File: src/rtl/m_dsrca_pkg.sv
// Shared types and elaboration helpers for the masked digit-serial
// ripple-carry adder/subtractor.
package m_dsrca_pkg;

    typedef enum logic [1:0] {
        IDLE = 2'd0,
        RUN  = 2'd1,
        DONE = 2'd2
    } state_t;

    function automatic bit f_div_ok(input int unsigned n, input int unsigned d);
        return (d != 0) && ((n % d) == 0);
    endfunction

endpackage

File: src/rtl/m_dsrca_if.sv
// Operand/result handshake bundle: two Boolean shares per operand and result.
interface m_dsrca_if #(
    parameter int unsigned N = 8,
    parameter int unsigned D = 2
);
    logic             in_valid;
    logic             in_ready;
    logic             sub;
    logic [N-1:0]     a0;
    logic [N-1:0]     a1;
    logic [N-1:0]     b0;
    logic [N-1:0]     b1;
    logic [2*D-1:0]   rnd;
    logic             out_valid;
    logic             out_ready;
    logic [N:0]       sum0;
    logic [N:0]       sum1;

    modport master (
        output in_valid, sub, a0, a1, b0, b1, rnd, out_ready,
        input  in_ready, out_valid, sum0, sum1
    );

    modport slave (
        input  in_valid, sub, a0, a1, b0, b1, rnd, out_ready,
        output in_ready, out_valid, sum0, sum1
    );
endinterface

File: src/rtl/m_dsrca_fa_dom.sv
// One masked full-adder bit: share-wise XOR sum, carry built from two
// domain-oriented masked AND gadgets each refreshed by one random bit.
module m_fa_dom (
    input  logic       i_a0,
    input  logic       i_a1,
    input  logic       i_b0,
    input  logic       i_b1,
    input  logic       i_c0,
    input  logic       i_c1,
    input  logic [1:0] i_rnd,
    output logic       o_s0,
    output logic       o_s1,
    output logic       o_c0,
    output logic       o_c1
);
    logic w_p0, w_p1;
    logic w_g0, w_g1;
    logic w_h0, w_h1;

    assign w_p0 = i_a0 ^ i_b0;
    assign w_p1 = i_a1 ^ i_b1;
    assign o_s0 = w_p0 ^ i_c0;
    assign o_s1 = w_p1 ^ i_c1;

    // Cross-domain products are masked before they meet the other domain.
    assign w_g0 = (i_a0 & i_b0) ^ ((i_a0 & i_b1) ^ i_rnd[0]);
    assign w_g1 = (i_a1 & i_b1) ^ ((i_a1 & i_b0) ^ i_rnd[0]);
    assign w_h0 = (i_c0 & w_p0) ^ ((i_c0 & w_p1) ^ i_rnd[1]);
    assign w_h1 = (i_c1 & w_p1) ^ ((i_c1 & w_p0) ^ i_rnd[1]);

    assign o_c0 = w_g0 ^ w_h0;
    assign o_c1 = w_g1 ^ w_h1;
endmodule

File: src/rtl/m_dsrca.sv
// Masked digit-serial add/subtract: D bits per RUN cycle through a chain of
// m_fa_dom cells, carry shares registered between digits.
module m_dsrca
    import m_dsrca_pkg::*;
#(
    parameter int unsigned N = 8,
    parameter int unsigned D = 2
) (
    input  logic          clk,
    input  logic          rst_n,
    m_dsrca_if.slave      io_bus
);
    localparam int unsigned NDIG = N / D;
    localparam int unsigned CW   = (NDIG > 1) ? $clog2(NDIG) : 1;

    if (!f_div_ok(N, D)) begin : g_bad_digit
        $fatal(1, "m_dsrca: N must be a multiple of D");
    end

    state_t         r_state;
    logic [CW-1:0]  r_cnt;
    logic [N-1:0]   r_a0, r_a1, r_b0, r_b1;
    logic           r_c0, r_c1;
    logic [N:0]     r_sum0, r_sum1;

    logic [D:0]     w_c0, w_c1;
    logic [D-1:0]   w_s0, w_s1;

    assign w_c0[0] = r_c0;
    assign w_c1[0] = r_c1;

    // Operand shares shift right each digit so the active digit is always bits D-1..0.
    for (genvar i = 0; i < D; i++) begin : g_fa
        m_fa_dom u_fa (
            .i_a0  (r_a0[i]),
            .i_a1  (r_a1[i]),
            .i_b0  (r_b0[i]),
            .i_b1  (r_b1[i]),
            .i_c0  (w_c0[i]),
            .i_c1  (w_c1[i]),
            .i_rnd (io_bus.rnd[2*i +: 2]),
            .o_s0  (w_s0[i]),
            .o_s1  (w_s1[i]),
            .o_c0  (w_c0[i+1]),
            .o_c1  (w_c1[i+1])
        );
    end

    always_ff @(posedge clk or negedge rst_n) begin
        if (!rst_n) begin
            r_state <= IDLE;
            r_cnt   <= '0;
            r_a0    <= '0;
            r_a1    <= '0;
            r_b0    <= '0;
            r_b1    <= '0;
            r_c0    <= 1'b0;
            r_c1    <= 1'b0;
            r_sum0  <= '0;
            r_sum1  <= '0;
        end else begin
            case (r_state)
                IDLE: begin
                    if (io_bus.in_valid) begin
                        r_a0    <= io_bus.a0;
                        r_a1    <= io_bus.a1;
                        r_b0    <= io_bus.sub ? ~io_bus.b0 : io_bus.b0;
                        r_b1    <= io_bus.b1;
                        r_c0    <= io_bus.sub;
                        r_c1    <= 1'b0;
                        r_cnt   <= '0;
                        r_sum0  <= '0;
                        r_sum1  <= '0;
                        r_state <= RUN;
                    end
                end
                RUN: begin
                    r_a0  <= r_a0 >> D;
                    r_a1  <= r_a1 >> D;
                    r_b0  <= r_b0 >> D;
                    r_b1  <= r_b1 >> D;
                    r_c0  <= w_c0[D];
                    r_c1  <= w_c1[D];
                    r_cnt <= r_cnt + 1'b1;
                    for (int unsigned k = 0; k < NDIG; k++) begin
                        if (r_cnt == CW'(k)) begin
                            r_sum0[k*D +: D] <= w_s0;
                            r_sum1[k*D +: D] <= w_s1;
                        end
                    end
                    if (r_cnt == CW'(NDIG - 1)) begin
                        r_sum0[N] <= w_c0[D];
                        r_sum1[N] <= w_c1[D];
                        r_state   <= DONE;
                    end
                end
                DONE: begin
                    if (io_bus.out_ready) begin
                        r_state <= IDLE;
                    end
                end
                default: r_state <= IDLE;
            endcase
        end
    end

    assign io_bus.in_ready  = (r_state == IDLE);
    assign io_bus.out_valid = (r_state == DONE);
    assign io_bus.sum0      = r_sum0;
    assign io_bus.sum1      = r_sum1;
endmodule
File: src/flat_wrapper.sv
// flat-port wrapper written by rule: the top's interface ports become plain ports
module m_dsrca_flat import m_dsrca_pkg::*;
#(
    parameter int unsigned N = 8,
    parameter int unsigned D = 2
)
  (clk, rst_n, io_bus_in_valid, io_bus_sub, io_bus_a0, io_bus_a1, io_bus_b0, io_bus_b1, io_bus_rnd, io_bus_out_ready, io_bus_in_ready, io_bus_out_valid, io_bus_sum0, io_bus_sum1);
  m_dsrca_if #(.N(N), .D(D)) io_bus_i ();
  input  logic clk;
  input  logic rst_n;
  input wire logic [$bits(io_bus_i.in_valid)-1:0] io_bus_in_valid;
  input wire logic [$bits(io_bus_i.sub)-1:0] io_bus_sub;
  input wire logic [$bits(io_bus_i.a0)-1:0] io_bus_a0;
  input wire logic [$bits(io_bus_i.a1)-1:0] io_bus_a1;
  input wire logic [$bits(io_bus_i.b0)-1:0] io_bus_b0;
  input wire logic [$bits(io_bus_i.b1)-1:0] io_bus_b1;
  input wire logic [$bits(io_bus_i.rnd)-1:0] io_bus_rnd;
  input wire logic [$bits(io_bus_i.out_ready)-1:0] io_bus_out_ready;
  output wire logic [$bits(io_bus_i.in_ready)-1:0] io_bus_in_ready;
  output wire logic [$bits(io_bus_i.out_valid)-1:0] io_bus_out_valid;
  output wire logic [$bits(io_bus_i.sum0)-1:0] io_bus_sum0;
  output wire logic [$bits(io_bus_i.sum1)-1:0] io_bus_sum1;
  assign io_bus_i.in_valid = io_bus_in_valid;
  assign io_bus_i.sub = io_bus_sub;
  assign io_bus_i.a0 = io_bus_a0;
  assign io_bus_i.a1 = io_bus_a1;
  assign io_bus_i.b0 = io_bus_b0;
  assign io_bus_i.b1 = io_bus_b1;
  assign io_bus_i.rnd = io_bus_rnd;
  assign io_bus_i.out_ready = io_bus_out_ready;
  assign io_bus_in_ready = io_bus_i.in_ready;
  assign io_bus_out_valid = io_bus_i.out_valid;
  assign io_bus_sum0 = io_bus_i.sum0;
  assign io_bus_sum1 = io_bus_i.sum1;
  m_dsrca #(.N(N), .D(D)) u_core (.clk(clk), .rst_n(rst_n), .io_bus(io_bus_i));
endmodule
File: config.mk
export PLATFORM = sky130hd
export DESIGN_NAME = m_dsrca_flat
export DESIGN_NICKNAME = d
export VERILOG_FILES = /design/src/rtl/m_dsrca_pkg.sv /design/src/rtl/m_dsrca_if.sv /design/src/rtl/m_dsrca_fa_dom.sv /design/src/rtl/m_dsrca.sv /design/src/flat_wrapper.sv
export SDC_FILE = /design/constraint.sdc
export NUM_CORES = 1
export LEC_CHECK = 0
export BUFFER_PORTS_ARGS = -buffer_cell sky130_fd_sc_hd__buf_2
export CAP_MARGIN = 30
export CORE_MARGIN = 2
export CORE_UTILIZATION = 50
export DETAILED_ROUTE_END_ITERATION = 16
export PLACE_DENSITY_LB_ADDON = 0.15
export SYNTH_ARGS = -nofsm -noshare
export SYNTH_HDL_FRONTEND = slang
export SYNTH_HIERARCHICAL = 1
export SYNTH_SLANG_ARGS = --single-unit
File: constraint.sdc
create_clock -name clk -period 2.9 [get_ports clk]
set_input_delay 0.435 -clock clk [delete_from_list [all_inputs] [get_ports clk]]
set_output_delay 0.435 -clock clk [all_outputs]
set_load 0.05 [all_outputs]
==> summary.txt, run 1 <==
=================================================================================
Post-Syn Area                                                          2859 sq um
Antenna Violating Nets Remaining                                                0
Power density over cell area                                         1317 nW/um^2
Headroom to the max-slew limit                                             0.4999
Number of distinct library cells after synthesis                               27
Cell depth of the worst flop-to-flop path                                      11
Residual DRC                                                                    0
Largest area contributor in the netlist                              sky130_fd_sc_hd__dfrtp_1
Routability Congestion                                                     0.7952
Setup Crit Path Kind                                                      reg2reg
Clock transition at the registers of the reported paths                    100 ps
DP HPWL                                                              3960 microns
Clock Sinks                                                                    56
Worst hold slack across all endpoints                                    169.1 ps
Largest fanout on the critical path                                             3
Most frequent cell after synthesis                                   sky130_fd_sc_hd__dfrtp_1
Die H                                                                79.62 microns
Count of cells resized by post-cts repair                                       0
Floorplan die area                                                     6339 sq um
Number of antenna violations at the first check in global routing               0
Final design area excluding fillers                                    3304 sq um
Period minus WS final                                                     2548 ps
Count of maximum capacitance violations                                         0
RSZ-0062 raised after global routing                                        false
Most numerous cell types in the synthesized netlist                  sky130_fd_sc_hd__dfrtp_1 (56), sky130_fd_sc_hd__nand2_1 (32), sky130_fd_sc_hd__o21ai_0 (20)
Register bit count reported by yosys                                           56
Data required time at the worst endpoint                                  3100 ps
Number of H-tree branching levels                                               2
Overall Power                                                            4.351 mW
Outcome                                                              finished clean
Static leakage power                                                     1.618 nW
Synthesized net count                                                         301
Crit share post-route                                                      0.8786
Overall Global Routing Usage                                               0.1912
Timing-limited maximum frequency                                       0.3925 GHz
Placement-stage cell area                                              3193 sq um
Fraction of layout instances using a drive strength above 1                0.2673
Number of antenna repair diodes                                                 0
Total length of routed wires                                         5505 microns
Port-buffer cells                                                              60
Transition time at the pin with the least slew margin                    749.3 ps
Congestion Overflow GR                                                          0
Total setup violations reported at the end of the flow                          0
DRC violation total after the first TritonRoute iteration                     118
Number of vias after detailed routing                                        2054
Slew Viols, Final                                                               0
Layout net count                                                              355
Final hold viol count                                                           0
Critical Path Start Type                                                 register
Synthesized netlist cell count                                                248
Post-route non-filler standard cell count                                     375
Later-pin clock latency in the skew report                                 300 ps
Boundary Pins                                                                  61
Data arrival at the endpoint of the critical path                         2750 ps
Top cells by area in the synthesized netlist                         sky130_fd_sc_hd__dfrtp_1 (49%), sky130_fd_sc_hd__mux2i_1 (6.7%), sky130_fd_sc_hd__xnor2_1 (5.5%), sky130_fd_sc_hd__a32o_1 (5.3%), sky130_fd_sc_hd__ha_1 (5.3%)
Initial cell density of the core                                           0.5192
Placeable Area                                                         5507 sq um
Sequential element share of the synthesized area                           0.4902
Via count of the first global-routing pass                                   1972
Final Core Density                                                         0.6001
Number of buffers inserted to repair setup after CTS                            0
Mean area per synthesized cell                                        11.53 sq um
Die outline width                                                    79.62 microns
Slack of the worst reg-to-reg path                                         350 ps
Pin count of the biggest net entering global routing                           34
Setup WS post-layout                                                     352.2 ps
Summed negative setup slack over all endpoints                               0 ps
Nature of the critical path endpoint                                     register
Post-synthesis to final-layout area growth                                 15.58%
Yosys warnings                                                                  6
Via/cell ratio                                                              5.477
Fraction of synthesis flops using an asynchronous set or reset pin          1.000
Worst vdd rail ir drop                                                0.0007252 V
Placed cells                                                                  367
Number of buffers on the longest clock path                                     2
Number of flops mapped to enable cells by yosys                                 0
Fin Clk Skew                                                             6.890 ps
CTS tree                                                                    built
Worst-case setup slack after placement                                   360.8 ps
First-pass GRT wire length                                           9515 microns
Worst min-delay path class                                               in2async
Num rows                                                                       27
Primary flip-flop cell chosen by synthesis mapping                   sky130_fd_sc_hd__dfrtp_1
Length of the first detailed-routing pass in iterations                         4
Clock tree root driver cell                                          sky130_fd_sc_hd__clkbuf_8
CTS Hold Buffers Added                                                          0
Wire length per cell after detailed routing                          14.68 microns
Cts bufs inserted                                                               5
Fraction of post-synthesis cell area in the top cell type by area          0.4902
=================================================================================
-- sequential cells by signal (all words and copies together) (netlist names) --
| signal | count |
|---|---|
| u_core/r_a1 | 8 |
| u_core/io_bus.sum1 | 9 |
| u_core/r_state | 2 |
| u_core/r_c0 | 1 |
| u_core/r_b0 | 8 |
| u_core/r_c1 | 1 |
| u_core/io_bus.sum0 | 9 |
| u_core/r_a0 | 8 |
| u_core/r_cnt | 2 |
| u_core/r_b1 | 8 |
-- logic make-up (layout without fill, tap and decap cells) --
kind of cell	count (synthesis)	count (layout)	synth area share
multiplexers	19	19	0.06652
AO/OA/AOI/OAI	70	70	0.1926
adder cells (fa/ha/maj)	12	12	0.05252
AND/OR/NAND/NOR	39	39	0.06127
buffers and inverters	26	81	0.05207
flip-flops	56	56	0.4902
XOR/XNOR	26	26	0.08490
-- cell type report --
cell class	instances	area, sq um
clock inverter	3	42.54
sequential	56	1401
inverter	9	33.78
clock buffer	5	68.82
tap	72	90.09
fill	497	2202
timing repair buffer	64	350.3
multi-input combinational	166	1318
-- layout by cell type, fill, tap and decap left out, types with 2 or more instances in the layout --
master / instances
sky130_fd_sc_hd__xnor2_2: 2
sky130_fd_sc_hd__o32ai_1: 4
sky130_fd_sc_hd__nor2_1: 2
sky130_fd_sc_hd__xor2_1: 6
sky130_fd_sc_hd__a22o_1: 15
sky130_fd_sc_hd__buf_2: 60
sky130_fd_sc_hd__a32o_1: 15
sky130_fd_sc_hd__a21oi_2: 4
sky130_fd_sc_hd__o21ai_1: 2
sky130_fd_sc_hd__ha_1: 12
sky130_fd_sc_hd__mux2i_1: 19
sky130_fd_sc_hd__a221o_1: 4
sky130_fd_sc_hd__buf_4: 3
sky130_fd_sc_hd__dfrtp_1: 56
sky130_fd_sc_hd__inv_1: 9
sky130_fd_sc_hd__nor2b_1: 2
sky130_fd_sc_hd__a22oi_1: 4
sky130_fd_sc_hd__o21ai_0: 20
sky130_fd_sc_hd__clkbuf_8: 5
sky130_fd_sc_hd__xnor2_1: 18
sky130_fd_sc_hd__nand2_1: 32
-- final timing paths --
path	start	end
max	u_core/r_a1[0]	u_core/io_bus.sum1[8]
min	rst_n	u_core/r_b0[4]
max reg2reg	u_core/r_a1[0]	u_core/io_bus.sum1[8]
min reg2reg	u_core/r_a0[2]	u_core/r_a0[2]
max in group asynchronous	rst_n	u_core/r_a0[0]
min in group clk	io_bus_a0[6]	u_core/r_a0[6]
-- critical path, stage by stage, from the launching register on --
cell,delay (ps)
sky130_fd_sc_hd__dfrtp_1,410
sky130_fd_sc_hd__ha_1,320
sky130_fd_sc_hd__ha_1,220
sky130_fd_sc_hd__xor2_1,170
sky130_fd_sc_hd__xnor2_1,150
sky130_fd_sc_hd__xnor2_1,160
sky130_fd_sc_hd__ha_1,190
sky130_fd_sc_hd__xor2_1,180
sky130_fd_sc_hd__xnor2_1,150
sky130_fd_sc_hd__xnor2_1,100
sky130_fd_sc_hd__a22o_1,210
sky130_fd_sc_hd__a22o_1,180
-- per-layer routing --
layer	vias to the layer above	share of wire	track usage
met4	0	0.0038	0.04138
met1	1004	0.46	0.2655
met3	2	0.050	0.03733
met5	-	0	0
met2	48	0.48	0.3118
li1	1000	-	-
-- power breakdown --
group | internal [mW] | switching [mW] | total (mW) | leakage (nW)
logic | 1.03 | 1.47 | 2.50 | 0.843
clock network | 0.256 | 0.253 | 0.509 | 0.0541
registers | 1.10 | 0.240 | 1.34 | 0.721
total | 2.39 | 1.96 | 4.35 | 1.62
Power figures use the tool's default switching activity.
==> run 2: changes to the inputs <==
--- a/config.mk
+++ b/config.mk
@@ -5,10 +5,12 @@
 export SDC_FILE = /design/constraint.sdc
 export NUM_CORES = 1
 export LEC_CHECK = 0
+export ABC_AREA = 1
 export BUFFER_PORTS_ARGS = -buffer_cell sky130_fd_sc_hd__buf_2
 export CAP_MARGIN = 30
 export CORE_MARGIN = 2
 export CORE_UTILIZATION = 50
+export CTS_CLUSTER_SIZE = 10
 export DETAILED_ROUTE_END_ITERATION = 16
 export PLACE_DENSITY_LB_ADDON = 0.15
 export SYNTH_ARGS = -nofsm -noshare
==> run 2 against run 1 <==
  * Clock-buffer cell count stayed put
  * Total power is 1.7% lower
  * Cell count is 65% higher
  * Core utilization is 1.8 points lower
  * Final area is 14% higher
  * Die area is 17% higher
  * Hold slack better by 58 ps
  * Synthesized area is 18% higher
  * Via count is 51% higher
  * Clock power is 12% lower
  * Wire length is 34% higher
  * Clock skew is 12 ps higher
==> summary.txt, run 2 <==
=================================================================================
Number of buffers inserted to repair setup after CTS                            0   unchanged
Register bit count reported by yosys                                           56   unchanged
Placeable Area                                                         6459 sq um   +17%
Worst min-delay path class                                               in2async
Count of maximum capacitance violations                                         0   unchanged
Slew Viols, Final                                                               0   unchanged
Wire length per cell after detailed routing                          11.90 microns   -19%
Number of antenna violations at the first check in global routing               0   unchanged
Cts bufs inserted                                                               5   unchanged
Commonest cells after routing, fill and taps aside                   sky130_fd_sc_hd__nand2_1 (259), sky130_fd_sc_hd__buf_2 (60), sky130_fd_sc_hd__dfrtp_1 (56), sky130_fd_sc_hd__nand3_1 (53), sky130_fd_sc_hd__inv_1 (36)
Post-Syn Area                                                          3386 sq um   +18%
Length of the first detailed-routing pass in iterations                         4   unchanged
Via/cell ratio                                                              5.010   -8.5%
Total setup violations reported at the end of the flow                          0   unchanged
Die H                                                                86.29 microns   +8.4%
Routability Congestion                                                     0.8568   +7.7%
Primary flip-flop cell chosen by synthesis mapping                   sky130_fd_sc_hd__dfrtp_1
Static leakage power                                                     2.324 nW   +44%
Residual DRC                                                                    0   unchanged
Fin Clk Skew                                                             19.00 ps   +12.11 ps
Post-route non-filler standard cell count                                     619   +65%
Number of antenna repair diodes                                                 0   unchanged
Overall Global Routing Usage                                               0.2114   +0.02015
Largest fanout on the critical path                                             3   unchanged
Boundary Pins                                                                  61   unchanged
Nature of the critical path endpoint                                     register
Number of H-tree branching levels                                               2   unchanged
Data required time at the worst endpoint                                  3160 ps   +60 ps
Headroom to the max-slew limit                                             0.4109   -0.08904
RSZ-0062 raised after global routing                                        false
Synthesized net count                                                         543   +80%
Number of buffers on the longest clock path                                     2   unchanged
Clock Sinks                                                                    56   unchanged
Most numerous cell types in the synthesized netlist                  sky130_fd_sc_hd__nand2_1 (259), sky130_fd_sc_hd__dfrtp_1 (56), sky130_fd_sc_hd__nand3_1 (53)
Number of distinct library cells after synthesis                               19   -30%
Port-buffer cells                                                              60   unchanged
Via count of the first global-routing pass                                   2873   +46%
Count of cells resized by post-cts repair                                       0   unchanged
Most common cell after layout, fill and taps aside                   sky130_fd_sc_hd__nand2_1
First-pass GRT wire length                                           12760 microns   +34%
Power density over cell area                                         1136 nW/um^2   -14%
Crit share post-route                                                      0.8297   -0.04883
Transition time at the pin with the least slew margin                    883.6 ps   +134.4 ps
Period minus WS final                                                     2406 ps   -141.6 ps
Worst-path cell chain                                                ha_1 -> ha_1 -> inv_1 -> nand2_1 -> nand2_1 -> nand2_1 -> nand3_1 -> nand2_1 -> ha_1 -> inv_1 -> nand2_1 -> nand2_1 -> nand2_1 -> nand2_1 -> nand2_1 -> nand2_1 -> nand3_1 -> nand2_1 -> nand2_1 -> nand2_1
Pin count of the biggest net entering global routing                           42   +24%
CTS Hold Buffers Added                                                          0   unchanged
Layout net count                                                              594   +67%
Fraction of synthesis flops using an asynchronous set or reset pin          1.000   unchanged
Overall Power                                                            4.276 mW   -1.7%
Critical Path Start Type                                                 register
Final hold viol count                                                           0   unchanged
Number of flops mapped to enable cells by yosys                                 0   unchanged
Mean area per synthesized cell                                        6.910 sq um   -40%
Worst vdd rail ir drop                                                0.0004406 V   -39%
Post-synthesis to final-layout area growth                                 11.12%
Antenna Violating Nets Remaining                                                0   unchanged
Clock transition at the registers of the reported paths                    110 ps   about the same
Floorplan die area                                                     7446 sq um   +17%
Largest area contributor in the netlist                              sky130_fd_sc_hd__dfrtp_1
Num rows                                                                       29   +7.4%
Clock tree root driver cell                                          sky130_fd_sc_hd__clkbuf_8
Yosys warnings                                                                  6   unchanged
Setup Crit Path Kind                                                      reg2reg
Congestion Overflow GR                                                          0   unchanged
Summed negative setup slack over all endpoints                               0 ps   unchanged
Initial cell density of the core                                           0.5242   +0.005015
Most prevalent standard cell on the critical path                    sky130_fd_sc_hd__nand2_1
Synthesized netlist cell count                                                490   +98%
Number of vias after detailed routing                                        3101   +51%
Outcome                                                              finished clean
Timing-limited maximum frequency                                       0.4156 GHz   +5.9%
Slowest Stage Delay on Critical Path                                       410 ps   about the same
Fill cell instance count of the final layout                                  629   +27%
Sequential element share of the synthesized area                           0.4139   -0.07626
Placed cells                                                                  611   +66%
Critical Path Slowest Stage Cell                                     sky130_fd_sc_hd__dfrtp_1
Die outline width                                                    86.29 microns   +8.4%
DRC violation total after the first TritonRoute iteration                     127   +7.6%
Fraction of layout instances using a drive strength above 1                0.1753   -0.09205
Data arrival at the endpoint of the critical path                         2660 ps   -90 ps
Later-pin clock latency in the skew report                                 310 ps   about the same
Most frequent cell after synthesis                                   sky130_fd_sc_hd__nand2_1
Total length of routed wires                                         7367 microns   +34%
Fraction of post-synthesis cell area in the top cell type by area          0.4139   -0.07626
Top cells by area in the synthesized netlist                         sky130_fd_sc_hd__dfrtp_1 (41%), sky130_fd_sc_hd__nand2_1 (29%), sky130_fd_sc_hd__nand3_1 (7.8%), sky130_fd_sc_hd__ha_1 (4.4%), sky130_fd_sc_hd__inv_1 (4.0%)
CTS tree                                                                    built
DP HPWL                                                              5196 microns   +31%
=================================================================================
-- run 2: cell count changes after synthesis, sizes merged, moves of 5 or more --
cell   delta
nand2   +235
xnor2    -20
mux2i    -19
a32o     -15
a22o     -15
nor2     +21
buf       +7
nand4    +12
o21ai    -20
xor2      -5
nand3    +54
inv      +34
-- run 2: cell families (layout without fill, tap and decap cells) --
kind of cell    count (synthesis)  after routing  synth area share
simple gates                  356            356            0.4457
buf+inv                        63            115           0.09054
flops                          56             56            0.4139
fa+ha+maj                      12             12           0.04434
compound gates                  2              2          0.002957
xor+xnor                        1              1          0.002587
-- run 2: worst max-delay path, delay by kind of cell, from the launching register on --
family / cells / cell delay (ps)
DFF: 1 / 410
and+or+nand+nor: 15 / 1030
buffers and inverters: 2 / 150
adders and majority gates: 3 / 800
-- run 2: worst paths after layout --
path	endpoint	cells after the start	start	slack, ps
worst min register to register	u_core/r_b1[7]	2	u_core/r_b1[7]	490
worst max register to register	u_core/r_c0	20	u_core/r_a0[0]	490
worst min-delay path	u_core/io_bus.sum1[5]	1	rst_n	230
max in group asynchronous	u_core/r_b1[4]	2	rst_n	1910
worst max-delay path	u_core/r_c0	20	u_core/r_a0[0]	490
min in group clk	u_core/r_a1[6]	3	io_bus_a1[6]	320
-- run 2: metal layers --
layer	global-route usage	vias up	wire length, microns
met5	0	-	0
met4	0.04688	0	69
met3	0.03905	6	440
met2	0.3686	88	3557
met1	0.2750	1401	3299
li1	-	1606	-
-- run 2: where the power goes --
part	total [mW]	internal, mW	switching (mW)	leakage, nW
combinational	2.55	0.757	1.79	1.55
clock	0.447	0.176	0.271	0.0423
sequential	1.28	1.09	0.183	0.728
total	4.28	2.03	2.25	2.32
-- run 2: metrics by stage --
step / hold WS [ps] / util / area, sq um / worst slack, ps
2_1_floorplan: 139.4 / - / 3386 / 703.3
3_3_place_gp: 454.6 / 0.5678 / 3667 / 622.4
3_5_place_dp: 459.3 / 0.5678 / 3667 / 503.3
4_1_cts: 259.6 / 0.5825 / 3762 / 510.1
5_1_grt: 295.4 / 0.5825 / 3762 / 204.7
6_report: 227.6 / 0.5825 / 3762 / 493.8
-- run 2: area by class of cell --
class	instances	area (sq um)	share of cell area
inverter	43	161.4	0.04290
multi-input combinational	371	1678	0.4460
timing repair buffer	64	330.3	0.08780
clock buffer	5	68.82	0.01829
clock inverter	3	26.28	0.006984
tap	77	96.34	0.02561
sequential	56	1401	0.3725
==> run 3: changes to the inputs <==
==> constraint.sdc (replaced) <==
create_clock -name clk -period 2.5 [get_ports clk]
set_input_delay 0.375 -clock clk [delete_from_list [all_inputs] [get_ports clk]]
set_output_delay 0.375 -clock clk [all_outputs]
set_load 0.05 [all_outputs]
==> run 3 against run 2 <==
  * Hold slack got worse by 66 ps
  * Critical path type unchanged
  * Clock-buffer cell count did not move
  * Die area did not move
  * Worst setup slack lost 280 ps
  * Sequential cell count unchanged
  * Largest cell class unchanged
  * Final area up 2.0%
  * Non-clock buffer count rose by 4
  * Sequential power is 18% higher
  * Cell count increased by 0.65%
  * Sequential share of layout area decreased by 0.74 points
==> summary.txt, run 3 (synthesized netlist as in run 2, its figures left out) <==
====================================================================================
DP HPWL                                                                 5228 microns   +0.61%
Count of buffering cells on the critical path with inverters included              2   unchanged
Fraction of layout instances using a drive strength above 1                   0.1978   +0.02253
Static leakage power                                                        2.340 nW   +0.72%
Clock Sinks                                                                       56   unchanged
Antenna Violating Nets Remaining                                                   0   unchanged
Final hold viol count                                                              0   unchanged
Period minus WS final                                                        2289 ps   -116.9 ps
Placed cells                                                                     613   +0.33%
CTS tree                                                                       built
Outcome                                                                 finished clean
Cell depth of the worst flop-to-flop path                                         20   unchanged
Most common cell after layout, fill and taps aside                      sky130_fd_sc_hd__nand2_1
Boundary Pins                                                                     61   unchanged
Largest fanout on the critical path                                                3   unchanged
Pin count of the biggest net entering global routing                              57   +36%
Wire length per cell after detailed routing                             12.09 microns   +1.6%
First-pass GRT wire length                                              12970 microns   +1.6%
Layout net count                                                                 598   +0.67%
Port-buffer cells                                                                 60   unchanged
Clock tree root driver cell                                             sky130_fd_sc_hd__clkbuf_8
Clock transition at the registers of the reported paths                       110 ps   about the same
Worst hold slack across all endpoints                                       162.0 ps   -65.61 ps
Slack of the worst reg-to-reg path                                            210 ps   -280 ps
Worst-path cell chain                                                   ha_4 -> ha_4 -> inv_1 -> nand2_1 -> nand2_1 -> nand2_1 -> nand2_1 -> nand2_1 -> nand2_1 -> ha_2 -> inv_2 -> nand2_1 -> nand2_1 -> nand2_1 -> nand3_1 -> nand2_2 -> nand3_1 -> nand2_1 -> nand2_1 -> nand2_1
Slowest Stage Delay on Critical Path                                          440 ps   +30 ps
Final Core Density                                                            0.5943   +0.01182
Num rows                                                                          29   unchanged
Congestion Overflow GR                                                             0   unchanged
Initial cell density of the core                                              0.5242   unchanged
CTS Hold Buffers Added                                                             0   unchanged
DRC violation total after the first TritonRoute iteration                        116   -8.7%
Later-pin clock latency in the skew report                                    320 ps   about the same
Worst-case setup slack after placement                                      94.97 ps   -408.3 ps
Via/cell ratio                                                                 4.990   -0.39%
Power density over cell area                                            1337 nW/um^2   +18%
Data arrival at the endpoint of the critical path                            2550 ps   -110 ps
Post-synthesis to final-layout area growth                                    13.38%
Overall Power                                                               5.133 mW   +20%
Crit share post-route                                                         0.9157   +0.08599
Count of maximum capacitance violations                                            0   unchanged
Floorplan die area                                                        7446 sq um   unchanged
Placement-stage cell area                                                 3682 sq um   +0.41%
Number of vias after detailed routing                                           3109   +0.26%
Final design area excluding fillers                                       3839 sq um   +2.0%
Residual DRC                                                                       0   unchanged
Setup Crit Path Kind                                                         reg2reg
Number of antenna repair diodes                                                    0   unchanged
Number of H-tree branching levels                                                  2   unchanged
Critical Path Slowest Stage Cell                                        sky130_fd_sc_hd__dfrtp_1
Total setup violations reported at the end of the flow                             0   unchanged
Setup WS post-layout                                                        210.7 ps   -283.1 ps
Transition time at the pin with the least slew margin                       722.7 ps   -161.0 ps
Overall Global Routing Usage                                                  0.2134   +0.002034
Delay-heaviest family, CP                                               simple AND/OR/NAND/NOR gates
Nature of the critical path endpoint                                        register
Placeable Area                                                            6459 sq um   unchanged
Post-route non-filler standard cell count                                        623   +0.65%
Fin Clk Skew                                                                14.49 ps   -4.509 ps
Data required time at the worst endpoint                                     2760 ps   -400 ps
Number of buffers on the longest clock path                                        2   unchanged
Most prevalent standard cell on the critical path                       sky130_fd_sc_hd__nand2_1
Number of antenna violations at the first check in global routing                  0   unchanged
Timing-limited maximum frequency                                          0.4368 GHz   +5.1%
Die outline width                                                       86.29 microns   unchanged
Worst vdd rail ir drop                                                   0.0005299 V   +20%
Summed negative setup slack over all endpoints                                  0 ps   unchanged
Total length of routed wires                                            7532 microns   +2.2%
Cts bufs inserted                                                                  5   unchanged
Critical Path Start Type                                                    register
Headroom to the max-slew limit                                                0.5182   +0.1073
Die H                                                                   86.29 microns   unchanged
Length of the first detailed-routing pass in iterations                            6   +2
Reg-to-reg startpoint                                                   u_core/r_b0[0]
Commonest cells after routing, fill and taps aside                      sky130_fd_sc_hd__nand2_1 (258), sky130_fd_sc_hd__buf_2 (60), sky130_fd_sc_hd__dfrtp_1 (56), sky130_fd_sc_hd__nand3_1 (53), sky130_fd_sc_hd__inv_1 (35)
Capturing point of the worst reg2reg path                                u_core/r_c0
Via count of the first global-routing pass                                      2914   +1.4%
Routability Congestion                                                        0.8806   +2.8%
Worst min-delay path class                                                  in2async
Slew Viols, Final                                                                  0   unchanged
====================================================================================
==> run 3: cell types whose count changed in the layout (fill, tap and decap cells not counted), sizes merged <==
cell	change
buf	+4
clkinvlp	-2
clkinv	+2
==> run 3: worst reg2reg max path: stages (launching register included) <==
cell	delay [ps]
sky130_fd_sc_hd__dfrtp_1	440
sky130_fd_sc_hd__ha_4	280
sky130_fd_sc_hd__ha_4	160
sky130_fd_sc_hd__inv_1	60
sky130_fd_sc_hd__nand2_1	60
sky130_fd_sc_hd__nand2_1	70
sky130_fd_sc_hd__nand2_1	70
sky130_fd_sc_hd__nand2_1	70
sky130_fd_sc_hd__nand2_1	50
sky130_fd_sc_hd__nand2_1	70
sky130_fd_sc_hd__ha_2	200
sky130_fd_sc_hd__inv_2	50
sky130_fd_sc_hd__nand2_1	70
sky130_fd_sc_hd__nand2_1	60
sky130_fd_sc_hd__nand2_1	80
sky130_fd_sc_hd__nand3_1	100
sky130_fd_sc_hd__nand2_2	100
sky130_fd_sc_hd__nand3_1	80
sky130_fd_sc_hd__nand2_1	70
sky130_fd_sc_hd__nand2_1	40
sky130_fd_sc_hd__nand2_1	60
==> run 3: cell type report <==
type	instances	area, sq um
Multi-Input combinational cell	371	1728
Clock inverter	3	22.52
Clock buffer	5	68.82
Fill cell	657	2620
Sequential cell	56	1401
Tap cell	77	96.34
Timing Repair Buffer	68	360.3
Inverter	43	161.4
==> run 3: repair_timing <==
action	in CTS	in global routing
setup buffers	0	2
setup endpoints to repair	0	4
hold endpoints to repair	0	0
resized for setup	0	10
==> run 3: how the worst max path moves through the flow <==
stage                                       end  slack, ps           start  cells past startpoint
after floorplan           u_core/io_bus.sum1[8]        300  u_core/r_a1[0]                     19
after global placement    u_core/io_bus.sum1[8]        210  u_core/r_a1[0]                     19
after detailed placement  u_core/io_bus.sum1[8]         90  u_core/r_a1[0]                     19
after CTS                 u_core/io_bus.sum1[8]         80  u_core/r_a1[0]                     20
after global routing                u_core/r_c0        -30  u_core/r_b0[0]                     21
final                               u_core/r_c0        210  u_core/r_b0[0]                     20
==> run 3: report_power, final <==
group / switching [mW] / leakage (nW) / total, mW / internal (mW)
Clock: 0.322 / 0.0485 / 0.524 / 0.202
Combinational: 2.10 / 1.56 / 3.10 / 0.994
Sequential: 0.244 / 0.728 / 1.51 / 1.27
Total: 2.67 / 2.34 / 5.13 / 2.46
==> run 3: per-layer routing <==
layer | global-route usage | vias up | routed length [microns] | share of wire
li1 | - | 1614 | - | -
met1 | 0.2838 | 1423 | 3543 | 0.47
met2 | 0.3735 | 62 | 3643 | 0.48
met3 | 0.03714 | 10 | 270 | 0.036
met4 | 0.03409 | 0 | 74 | 0.0098
met5 | 0 | - | 0 | 0
